===== config.mk =====
export PLATFORM = sky130hd
export DESIGN_NAME = dcache_ctrl
export DESIGN_NICKNAME = d
export VERILOG_FILES = /design/src/rtl/dcache_pkg.sv /design/src/rtl/dcache_array.sv /design/src/rtl/dcache_ctrl.sv
export SDC_FILE = /design/constraint.sdc
export NUM_CORES = 1
export LEC_CHECK = 0
export CAP_MARGIN = 20
export CORE_ASPECT_RATIO = 1.1
export CORE_MARGIN = 1.5
export CORE_UTILIZATION = 30
export DETAILED_ROUTE_END_ITERATION = 7
export HOLD_SLACK_MARGIN = 0.02
export PLACE_DENSITY_LB_ADDON = 0.05
export RECOVER_POWER = 50
export SLEW_MARGIN = 20
export SYNTH_ARGS = -nofsm -noshare
export SYNTH_HDL_FRONTEND = slang
export SYNTH_HIERARCHICAL = 1
export SYNTH_SLANG_ARGS = --single-unit

===== constraint.sdc =====
create_clock -name clk -period 6.47 [get_ports clk]
set_clock_uncertainty 0.2 [all_clocks]
set_input_delay 1.294 -clock clk [delete_from_list [all_inputs] [get_ports clk]]
set_output_delay 1.294 -clock clk [all_outputs]
set_load 0.01 [all_outputs]

===== src/rtl/dcache_pkg.sv =====
// dcache_pkg: shared types and helpers for the data cache controller.
// FSM state enum, funct3 size codes, store lane merge.
package dcache_pkg;

  typedef enum logic [1:0] {
    S_IDLE,
    S_RD_MISS,
    S_WR_THRU
  } dcache_state_t;

  localparam logic [2:0] F3_B  = 3'b000;
  localparam logic [2:0] F3_H  = 3'b001;
  localparam logic [2:0] F3_W  = 3'b010;
  localparam logic [2:0] F3_BU = 3'b100;
  localparam logic [2:0] F3_HU = 3'b101;

  function automatic logic store_ok(
    input logic [2:0] f3
  );
    return (f3 == F3_B) || (f3 == F3_H) ||
           (f3 == F3_W) || (f3 == F3_BU) ||
           (f3 == F3_HU);
  endfunction

  function automatic logic [3:0] byte_en(
    input logic [2:0] f3,
    input logic [1:0] off
  );
    logic [3:0] be;
    be = 4'b0000;
    case (f3)
      F3_B, F3_BU: be = 4'b0001 << off;
      F3_H, F3_HU: be = off[1] ? 4'b1100 : 4'b0011;
      F3_W:        be = 4'b1111;
      default:     be = 4'b0000;
    endcase
    return be;
  endfunction

  function automatic logic [31:0] byte_merge(
    input logic [31:0] old,
    input logic [31:0] wdata,
    input logic [2:0]  f3,
    input logic [1:0]  off
  );
    logic [31:0] r;
    r = old;
    case (f3)
      F3_B, F3_BU: r[{off, 3'b000} +: 8] = wdata[7:0];
      F3_H, F3_HU: begin
        if (off[1]) r[31:16] = wdata[15:0];
        else        r[15:0]  = wdata[15:0];
      end
      F3_W:        r = wdata;
      default:     r = old;
    endcase
    return r;
  endfunction

endpackage


===== src/rtl/dcache_array.sv =====
// dcache_array: tag/valid/data storage for one-word lines.
// Async read, sync byte-enabled write, async valid clear.
module dcache_array #(
  parameter int DATA_WIDTH = 32,
  parameter int TAG_W      = 26,
  parameter int SETS_LOG2  = 4
) (
  input  logic                    clk,
  input  logic                    rst_n,
  input  logic [SETS_LOG2-1:0]    i_rd_idx,
  output logic                    o_rd_valid,
  output logic [TAG_W-1:0]        o_rd_tag,
  output logic [DATA_WIDTH-1:0]   o_rd_data,
  input  logic                    i_wr_en,
  input  logic                    i_tag_we,
  input  logic [SETS_LOG2-1:0]    i_wr_idx,
  input  logic [TAG_W-1:0]        i_wr_tag,
  input  logic [DATA_WIDTH/8-1:0] i_wr_be,
  input  logic [DATA_WIDTH-1:0]   i_wr_data
);

  localparam int SETS = 1 << SETS_LOG2;

  logic [SETS-1:0]       r_valid;
  logic [TAG_W-1:0]      r_tag  [SETS];
  logic [DATA_WIDTH-1:0] r_data [SETS];

  assign o_rd_valid = r_valid[i_rd_idx];
  assign o_rd_tag   = r_tag[i_rd_idx];
  assign o_rd_data  = r_data[i_rd_idx];

  // Valid bits: cleared by reset, set by a line fill.
  always_ff @(posedge clk or negedge rst_n) begin
    if (!rst_n) begin
      r_valid <= '0;
    end else if (i_tag_we) begin
      r_valid[i_wr_idx] <= 1'b1;
    end
  end

  // Tag and data storage; data written per byte lane.
  always_ff @(posedge clk) begin
    if (i_tag_we) begin
      r_tag[i_wr_idx] <= i_wr_tag;
    end
    if (i_wr_en) begin
      for (int b = 0; b < DATA_WIDTH/8; b++) begin
        if (i_wr_be[b]) begin
          r_data[i_wr_idx][b*8 +: 8] <= i_wr_data[b*8 +: 8];
        end
      end
    end
  end

endmodule


===== src/rtl/dcache_ctrl.sv =====
// dcache_ctrl: direct-mapped write-through no-allocate D$.
// Optional hit/miss counters under DCACHE_STATS_EN.
module dcache_ctrl
  import dcache_pkg::*;
#(
  parameter int DATA_WIDTH = 32,
  parameter int ADDR_WIDTH = 32,
  parameter int SETS_LOG2  = 4
) (
  input  logic                  clk,
  input  logic                  rst_n,
  input  logic                  cpu_req,
  input  logic                  cpu_we,
  input  logic [2:0]            cpu_funct3,
  input  logic [ADDR_WIDTH-1:0] cpu_addr,
  input  logic [DATA_WIDTH-1:0] cpu_wdata,
  output logic [DATA_WIDTH-1:0] cpu_rdata,
  output logic                  cpu_stall,
  output logic                  cpu_hit,
  output logic                  mem_req,
  output logic                  mem_we,
  output logic [ADDR_WIDTH-1:0] mem_addr,
  output logic [DATA_WIDTH-1:0] mem_wdata,
  output logic [2:0]            mem_funct3,
  input  logic                  mem_ack,
  input  logic [DATA_WIDTH-1:0] mem_rdata
`ifdef DCACHE_STATS_EN
  ,
  output logic [31:0]           stat_hits,
  output logic [31:0]           stat_misses
`endif
);

  localparam int TAG_W = ADDR_WIDTH - SETS_LOG2 - 2;

  dcache_state_t r_state;
  logic [SETS_LOG2-1:0] r_idx;
  logic [TAG_W-1:0]     r_tag;
  logic [1:0]           r_off;

  logic [SETS_LOG2-1:0]    w_idx;
  logic [TAG_W-1:0]        w_tag;
  logic [SETS_LOG2-1:0]    w_rd_idx;
  logic [TAG_W-1:0]        w_cmp_tag;
  logic                    w_rd_valid;
  logic [TAG_W-1:0]        w_rd_tag;
  logic [DATA_WIDTH-1:0]   w_rd_data;
  logic                    w_tag_eq;
  logic                    w_hit;
  logic                    w_idle;
  logic                    w_fill;
  logic                    w_st_wr;
  logic [DATA_WIDTH/8-1:0] w_wr_be;
  logic [DATA_WIDTH-1:0]   w_wr_data;
  logic                    w_ld_hit;
  logic                    w_ld_miss;
  logic                    w_st_go;

  assign w_idx  = cpu_addr[SETS_LOG2+1:2];
  assign w_tag  = cpu_addr[ADDR_WIDTH-1:SETS_LOG2+2];
  assign w_idle = (r_state == S_IDLE);

  // Look up with the CPU address when idle, the latched one otherwise.
  assign w_rd_idx  = w_idle ? w_idx : r_idx;
  assign w_cmp_tag = w_idle ? w_tag : r_tag;
  assign w_tag_eq  = w_rd_valid & (w_rd_tag == w_cmp_tag);
  assign w_hit     = cpu_req & w_tag_eq;

  assign w_ld_hit  = w_idle & cpu_req & ~cpu_we & w_hit;
  assign w_ld_miss = w_idle & cpu_req & ~cpu_we & ~w_hit;
  assign w_st_go   = w_idle & cpu_req & cpu_we &
                     store_ok(cpu_funct3);

  assign w_fill  = (r_state == S_RD_MISS) & mem_ack;
  assign w_st_wr = (r_state == S_WR_THRU) & mem_ack & w_tag_eq;

  assign w_wr_data = w_fill ? mem_rdata :
    byte_merge(w_rd_data, mem_wdata, mem_funct3, r_off);
  assign w_wr_be = w_fill ? '1 : byte_en(mem_funct3, r_off);

  assign cpu_hit   = w_hit;
  assign cpu_rdata = w_hit ? w_rd_data : '0;
  assign cpu_stall = rst_n & cpu_req
    & ~w_ld_hit
    & ~(~w_idle & mem_ack & cpu_we)
    & ~(cpu_we & ~store_ok(cpu_funct3));

  dcache_array #(
    .DATA_WIDTH (DATA_WIDTH),
    .TAG_W      (TAG_W),
    .SETS_LOG2  (SETS_LOG2)
  ) u_array (
    .clk        (clk),
    .rst_n      (rst_n),
    .i_rd_idx   (w_rd_idx),
    .o_rd_valid (w_rd_valid),
    .o_rd_tag   (w_rd_tag),
    .o_rd_data  (w_rd_data),
    .i_wr_en    (w_fill | w_st_wr),
    .i_tag_we   (w_fill),
    .i_wr_idx   (r_idx),
    .i_wr_tag   (r_tag),
    .i_wr_be    (w_wr_be),
    .i_wr_data  (w_wr_data)
  );

  // Miss/store sequencer with registered memory-side outputs.
  always_ff @(posedge clk or negedge rst_n) begin
    if (!rst_n) begin
      r_state    <= S_IDLE;
      r_idx      <= '0;
      r_tag      <= '0;
      r_off      <= '0;
      mem_req    <= 1'b0;
      mem_we     <= 1'b0;
      mem_addr   <= '0;
      mem_wdata  <= '0;
      mem_funct3 <= 3'b000;
    end else begin
      unique case (r_state)
        S_IDLE: begin
          if (w_ld_miss || w_st_go) begin
            r_state    <= w_ld_miss ? S_RD_MISS : S_WR_THRU;
            r_idx      <= w_idx;
            r_tag      <= w_tag;
            r_off      <= cpu_addr[1:0];
            mem_req    <= 1'b1;
            mem_we     <= w_st_go;
            mem_addr   <= {cpu_addr[ADDR_WIDTH-1:2], 2'b00};
            mem_funct3 <= cpu_funct3;
            if (w_st_go) mem_wdata <= cpu_wdata;
          end
        end
        S_RD_MISS, S_WR_THRU: begin
          if (mem_ack) begin
            r_state <= S_IDLE;
            mem_req <= 1'b0;
            mem_we  <= 1'b0;
          end
        end
        default: begin
          r_state <= S_IDLE;
          mem_req <= 1'b0;
          mem_we  <= 1'b0;
        end
      endcase
    end
  end

`ifdef DCACHE_STATS_EN
  // Saturating load hit/miss counters.
  always_ff @(posedge clk or negedge rst_n) begin
    if (!rst_n) begin
      stat_hits   <= '0;
      stat_misses <= '0;
    end else begin
      if (w_ld_hit && stat_hits != '1)
        stat_hits <= stat_hits + 32'd1;
      if (w_ld_miss && stat_misses != '1)
        stat_misses <= stat_misses + 32'd1;
    end
  end
`endif

endmodule


* Word level (Yosys, flattened, before mapping) *
Memory sizes are Yosys's and may differ from the RTL's.
Index checks and enable logic that the tools add are counted.

operators by class
  add/subtract/negate cells = 1
  order comparisons = 3
  eq/ne operators = 13
  shifts and indexed selects = 3
  multiplexer cells = 38
  bitwise operators = 27
  reductions and logical operators = 15

operator list
  operator                                                     count
  one-hot mux 32 bit (3 select lines)                          1
  2-to-1 mux 32 bit                                            2
  bitwise mux 32 bit                                           1
  2-to-1 mux 16 bit                                            2
  variable shift 8 x 7 -> 32 bit (first input constant)        1
  indexed part select 8 x 7 -> 32 bit                          1
  equality test 26 bit                                         1
  2-to-1 mux 26 bit                                            1
  2-to-1 mux 1 bit                                             19
  bitwise AND 1 bit                                            18
  OR 16 bit                                                    1
  equality test 3 bit (second input constant)                  4
  2-to-1 mux 4 bit                                             3
  one-hot mux 4 bit (3 select lines)                           1
  less-than comparator 4 x 5 -> 1 bit (second input constant)  2
  negator 5 -> 7 bit                                           1
  NOT 1 bit                                                    7
  equality test 3 x 1 -> 1 bit (second input constant)         2
  equality test 3 x 2 -> 1 bit (second input constant)         2
  logical NOT 3 bit                                            2
  2-to-1 mux 2 bit                                             3
  OR reduction 2 bit                                           3
  logical OR 1 bit                                             5
  binary-select mux 1 bit (select 4 bit)                       1
  other kinds (14)                                             16

storage, ports and cells
  register bits = 117
  memory bits (writable) = 928
  output and inout bits = 103
  word-level logic and storage cells = 112
  memories = 2

memories
  memory          depth  width  read ports  clocked after memory_dff  wr ports  RTL line            text
  u_array.r_data  16     32     1           0                         1         dcache_array.sv:26  logic [DATA_WIDTH-1:0] r_data [SETS];
  u_array.r_tag   16     26     1           0                         1         dcache_array.sv:25  logic [TAG_W-1:0] r_tag [SETS];

* Logic depth before layout (Yosys ltp) *
  word-level depth = 11
  mapped depth = 20
  depth with buffers taken out = 13

* Hierarchy *
Netlist, hierarchy kept.

by module, submodules not included
  module        instances  cells each  area an instance (um2)
  dcache_array  1          1569        35652.9
  dcache_ctrl   1          463         4810.9

* Least setup slack after synthesis *
Ideal clock, no wire load.

  path type = register to output
  start point = register r_state[0]
  end point = output cpu_rdata[22]
  arrival = 4.385 ns
  data required time = 4.976 ns
  path slack = 0.591 ns
  cell stages (with the launch flop) = 18
  path buffers = 6
  path through = dfrtp_1 -> inv_1 -> ha_1 -> buf_6 -> buf_2 -> clkbuf_1 -> mux2_2 -> buf_2 -> buf_2 -> mux4_2 -> a22oi_1 -> nand2_1 -> xnor2_1 -> nor4_1 -> nand4_1 -> nor4_1 -> clkbuf_1 -> and2_1

on the way
  cells in the longest elaborated chain, start to end = 7
  elaborated cells between the ends (all ways) = 11
  classes of those cells = eq/ne (1); mux (5); bitwise (2); reduce/logical (1); memory (2)

ends and longest elaborated chain
  what                       RTL line            text
  start: declaration         dcache_ctrl.sv:36   dcache_state_t r_state;
  start signal: assignment   dcache_ctrl.sv:123  r_state <= w_ld_miss ? S_RD_MISS : S_WR_THRU;
  logical NOT 2 bit          dcache_ctrl.sv:61   assign w_idle = (r_state == S_IDLE);
  named net w_idle           dcache_ctrl.sv:50   logic w_idle;
  2-to-1 mux 4 bit           dcache_ctrl.sv:64   assign w_rd_idx = w_idle ? w_idx : r_idx;
  named net w_rd_idx[0]      dcache_ctrl.sv:43   logic [SETS_LOG2-1:0] w_rd_idx;
  memory read (16 x 26 bit)  --
  named net w_rd_tag[4]      dcache_ctrl.sv:46   logic [TAG_W-1:0] w_rd_tag;
  equality test 26 bit       dcache_ctrl.sv:66   assign w_tag_eq = w_rd_valid & (w_rd_tag == w_cmp_tag);
  bitwise AND 1 bit          dcache_ctrl.sv:66
  bitwise AND 1 bit          dcache_ctrl.sv:67   assign w_hit = cpu_req & w_tag_eq;
  named net cpu_hit          dcache_ctrl.sv:19   output logic cpu_hit,
  2-to-1 mux 32 bit          dcache_ctrl.sv:82   assign cpu_rdata = w_hit ? w_rd_data : '0;
  end: declaration           dcache_ctrl.sv:17   output logic [DATA_WIDTH-1:0] cpu_rdata,

The timed path passes the listed nets, and every way through them passes these cells. The select of a mux whose other input is x is not followed.

* Worst setup path after layout *
  start point = input cpu_addr[2]
  end point = output cpu_rdata[17]

on the way
  cells in the longest elaborated chain, start to end = 6
  elaborated cells between the ends (all ways) = 9
  classes of those cells = eq/ne (1); mux (4); bitwise (2); memory (2)

ends and longest elaborated chain
  what                       RTL line           text
  start: declaration         dcache_ctrl.sv:15  input logic [ADDR_WIDTH-1:0] cpu_addr,
  2-to-1 mux 4 bit           dcache_ctrl.sv:64
  named net w_rd_idx[0]      dcache_ctrl.sv:43
  memory read (16 x 26 bit)  --
  named net w_rd_tag[19]     dcache_ctrl.sv:46
  equality test 26 bit       dcache_ctrl.sv:66
  bitwise AND 1 bit          dcache_ctrl.sv:66
  bitwise AND 1 bit          dcache_ctrl.sv:67
  2-to-1 mux 32 bit          dcache_ctrl.sv:82

The timed path passes the listed nets, and every way through them passes these cells. The select of a mux whose other input is x is not followed.

==> flow_summary_export.csv <==
group,metric,value,unit
critical_path,cp-end-kind,"output pin",
final_layout,final_common_cell,"edfxtp_1",
route,routedWlPerCell,29.34,µm
synthesis,yosysSeqAreaShare,74.25,%
critical_path,rr_startpoint,"r_state[0]",
final_layout,final_cell_mix,"edfxtp_1, buf_4, mux4_2",
place,io_buffers,204,
floorplanning,die_w,353.2,µm
route,drc,0,
clocking,htree_levels,3,
floorplanning,initial_core_util,30.18,%
critical_path,crit_fanout,6,
global_routing,overflow,0,
synthesis,synth_cell_types,45,
synthesis,synthFlopType,"edfxtp_1",
final_layout,n_fill_cell,12423,
floorplanning,die_h,388.2,µm
synthesis,synth_warnings,6,
clocking,tritoncts,"done",
synthesis,syn_area_per_cell,19.91,µm²
clocking,clk_latency,0.71,ns
floorplanning,core_area,134100,µm²
route,postRouteAntennaNets,0,
final_layout,layout.cells.non_filler,4426,
sta,holdWs,0.2680,ns
route,drt-initial-drc-count,1678,
synthesis,synth_area,40460,µm²
place,dp_hpwl,83620,µm
global_routing,grt_pass1_vias,23501,
critical_path,reg2reg_to,"u_array/r_data[1][7]",
final_layout,nets,2654,
power_and_ir_drop,irDropWorstVdd,0.3455,mV
power_and_ir_drop,p_leak,0.01736,µW
sta,min_period,6.372,ns
global_routing,grt_pass1_wl,182100,µm
sta,setup_viol,0,
global_routing,antenna_found_initial,5,
clocking,cts_sinks,1015,
floorplanning,ios,207,
critical_path,rrSetupSlack,1.20,ns
sta,timing.final.crit_share,98.49,%
sta,tightest_slew,2.774,ns
sta,hold_viol_final,0,
critical_path,path_class,"in2out",
sta,fmax,156.9,MHz
clocking,root_buffer,"clkbuf_16",
critical_path,reg2reg_depth,21,
critical_path,worst_ep_required_time,4.98,ns
floorplanning,floorplan.rows,141,
clocking,cts.reportedPaths.clkPinSlew,0.05,ns
sta,grt_setup_unrepaired,"true",
place,gp_congestion,0.7632,
route,vias,21951,
critical_path,worstPathArrival,4.88,ns
outcome,outcome,"finished, violations left",
place,placed_cells,4168,
route,via_per_inst,4.960,
floorplanning,die_area,137100,µm²
global_routing,grt_max_degree,84,
synthesis,synthArstFlopShare,8.571,%
critical_path,crit_end,"cpu_rdata[17]",
critical_path,start_kind,"input port",
power_and_ir_drop,power_density,527.9,nW/µm²
sta,slew_headroom,-84.92,%
synthesis,synth_top_cell_by_area,"edfxtp_1",
clocking,cts_buffers,114,
synthesis,ys_ff_latch,1015,
global_routing,groute.usage.overall,18.82,%
synthesis,synth_top_area_share,68.87,%
critical_path,critPathLaunch,"cpu_addr[2]",
power_and_ir_drop,finalPower,27010,µW
clocking,clock_path_buffers,3,
final_layout,layout-drive-gt1-share,33.78,%
synthesis,synth_area_leaders,"edfxtp_1, mux4_2, dfrtp_1, a22oi_1, nor2_1",
synthesis,synth_edf_count,928,
sta,drv_slew,261,
job,drv_cap,13,
synthesis,syn_inst,2032,
min_path,hp-class,"reg2reg",
route,drt-total-wl,129900,µm
final_layout,syn2layout_area_growth,26.43,%
route,dr.pass1.iters,5,
outcome,violations,"capacitance limit, slew limit",
## worst min-delay path by stage
stage                                    from                   to  depth (start not counted)
after CTS                               rst_n            r_tag[22]                          1
final                     u_array/r_valid[14]  u_array/r_valid[14]                          1
after detailed placement   u_array/r_valid[4]   u_array/r_valid[4]                          1
after global placement     u_array/r_valid[2]   u_array/r_valid[2]                          1
after global routing      u_array/r_valid[12]  u_array/r_valid[12]                          1
after floorplan            u_array/r_valid[2]   u_array/r_valid[2]                          1
## critical path, stage by stage
cell	delay (ns)
clkdlybuf4s15_1	0.22
mux2_8	0.38
buf_12	0.17
buf_16	0.15
buf_12	0.14
mux4_2	0.41
a22oi_1	0.16
nand2_1	0.15
xnor2_2	0.19
nor4_4	0.24
nand4_1	0.21
nor4_4	0.38
buf_6	0.19
buf_8	0.15
clkbuf_16	0.15
and2_4	0.14
buf_6	0.09
## metrics by stage
step                      setup slack (ns)  instance area [µm²]  setup TNS, ns  utilization (%)
after floorplan                     0.5910                40470              0                -
after global placement              -1.066                46550         -34.30            34.72
after detailed placement            -1.082                46550         -34.19            34.72
after CTS                         -0.08597                51060        -0.4923            38.08
after global routing              -0.06104                51160        -0.9770            38.16
final                              0.09789                51160              0            38.16
## power by group
group          switching [µW]  leakage, µW  internal, µW
clock                    2660      0.00188          3980
sequential                785      0.00942          9310
combinational            5860      0.00607          4410
total                    9300       0.0174         17700
## state kept, by name, summed over array words and instances (netlist names)
name	count
mem_addr	1
u_array/r_data	512
r_tag	26
mem_we	1
r_off	2
r_state	2
mem_funct3	3
u_array/r_tag	416
mem_wdata	32
r_idx	3
mem_req	1
u_array/r_valid	16
## cell usage after synthesis (5+ instances only)
cell type / count
a21oi_1: 23
a221oi_1: 16
a222oi_1: 16
a22oi_1: 118
a31oi_1: 9
and2_1: 33
and3_1: 6
buf_2: 32
buf_6: 9
clkbuf_1: 67
dfrtp_1: 87
edfxtp_1: 928
ha_1: 11
inv_1: 11
mux2_2: 42
mux2_4: 29
mux2i_1: 26
mux4_2: 236
nand2_1: 91
nand2b_1: 5
nand3_1: 7
nor2_1: 133
nor2b_1: 7
nor4_1: 8
o21ai_0: 5
o21bai_1: 10
or2_2: 7
xnor2_1: 26
## metal layers
metal	global-route usage, %	share of wire [%]	up-vias
met2	31.69	49	583
met5	0	0.011	-
li1	-	-	9402
met3	2.850	4.8	170
met4	5.259	2.3	2
met1	25.27	44	11794
## what timing repair did
item / 4_1_cts / 5_1_grt
setup buffers: 27 / 10
hold buffers: 0 / 0
setup endpoints to repair: 34 / 33
gates cloned: 5 / 2
resized for setup: 146 / 105
pin swaps: 17 / 24
## kinds of logic (layout without fill, tap and decap cells)
family	Yosys count	count (layout)	synth area share, %
adder cells (fa/ha/maj)	11	11	0.3401
AND/OR/NAND/NOR	314	314	3.491
buffers and inverters	126	730	1.481
flip-flops	1015	1015	74.25
other	1	3	0.009268
multiplexers	333	334	16.02
AO/OA/AOI/OAI	206	206	3.844
XOR/XNOR	26	26	0.5628
## cell type report
type / instances / area (µm²) / share of cell area [%]
tap: 1787 / 2236 / 4.370
clock buffer: 145 / 3113 / 6.085
sequential: 1015 / 30040 / 58.72
multi-input combinational: 893 / 10260 / 20.05
inverter: 11 / 41.29 / 0.08071
timing repair buffer: 504 / 4723 / 9.232
antenna: 1 / 2.502 / 0.004891
clock inverter: 70 / 744.5 / 1.455
Power figures use the tool's default switching activity.
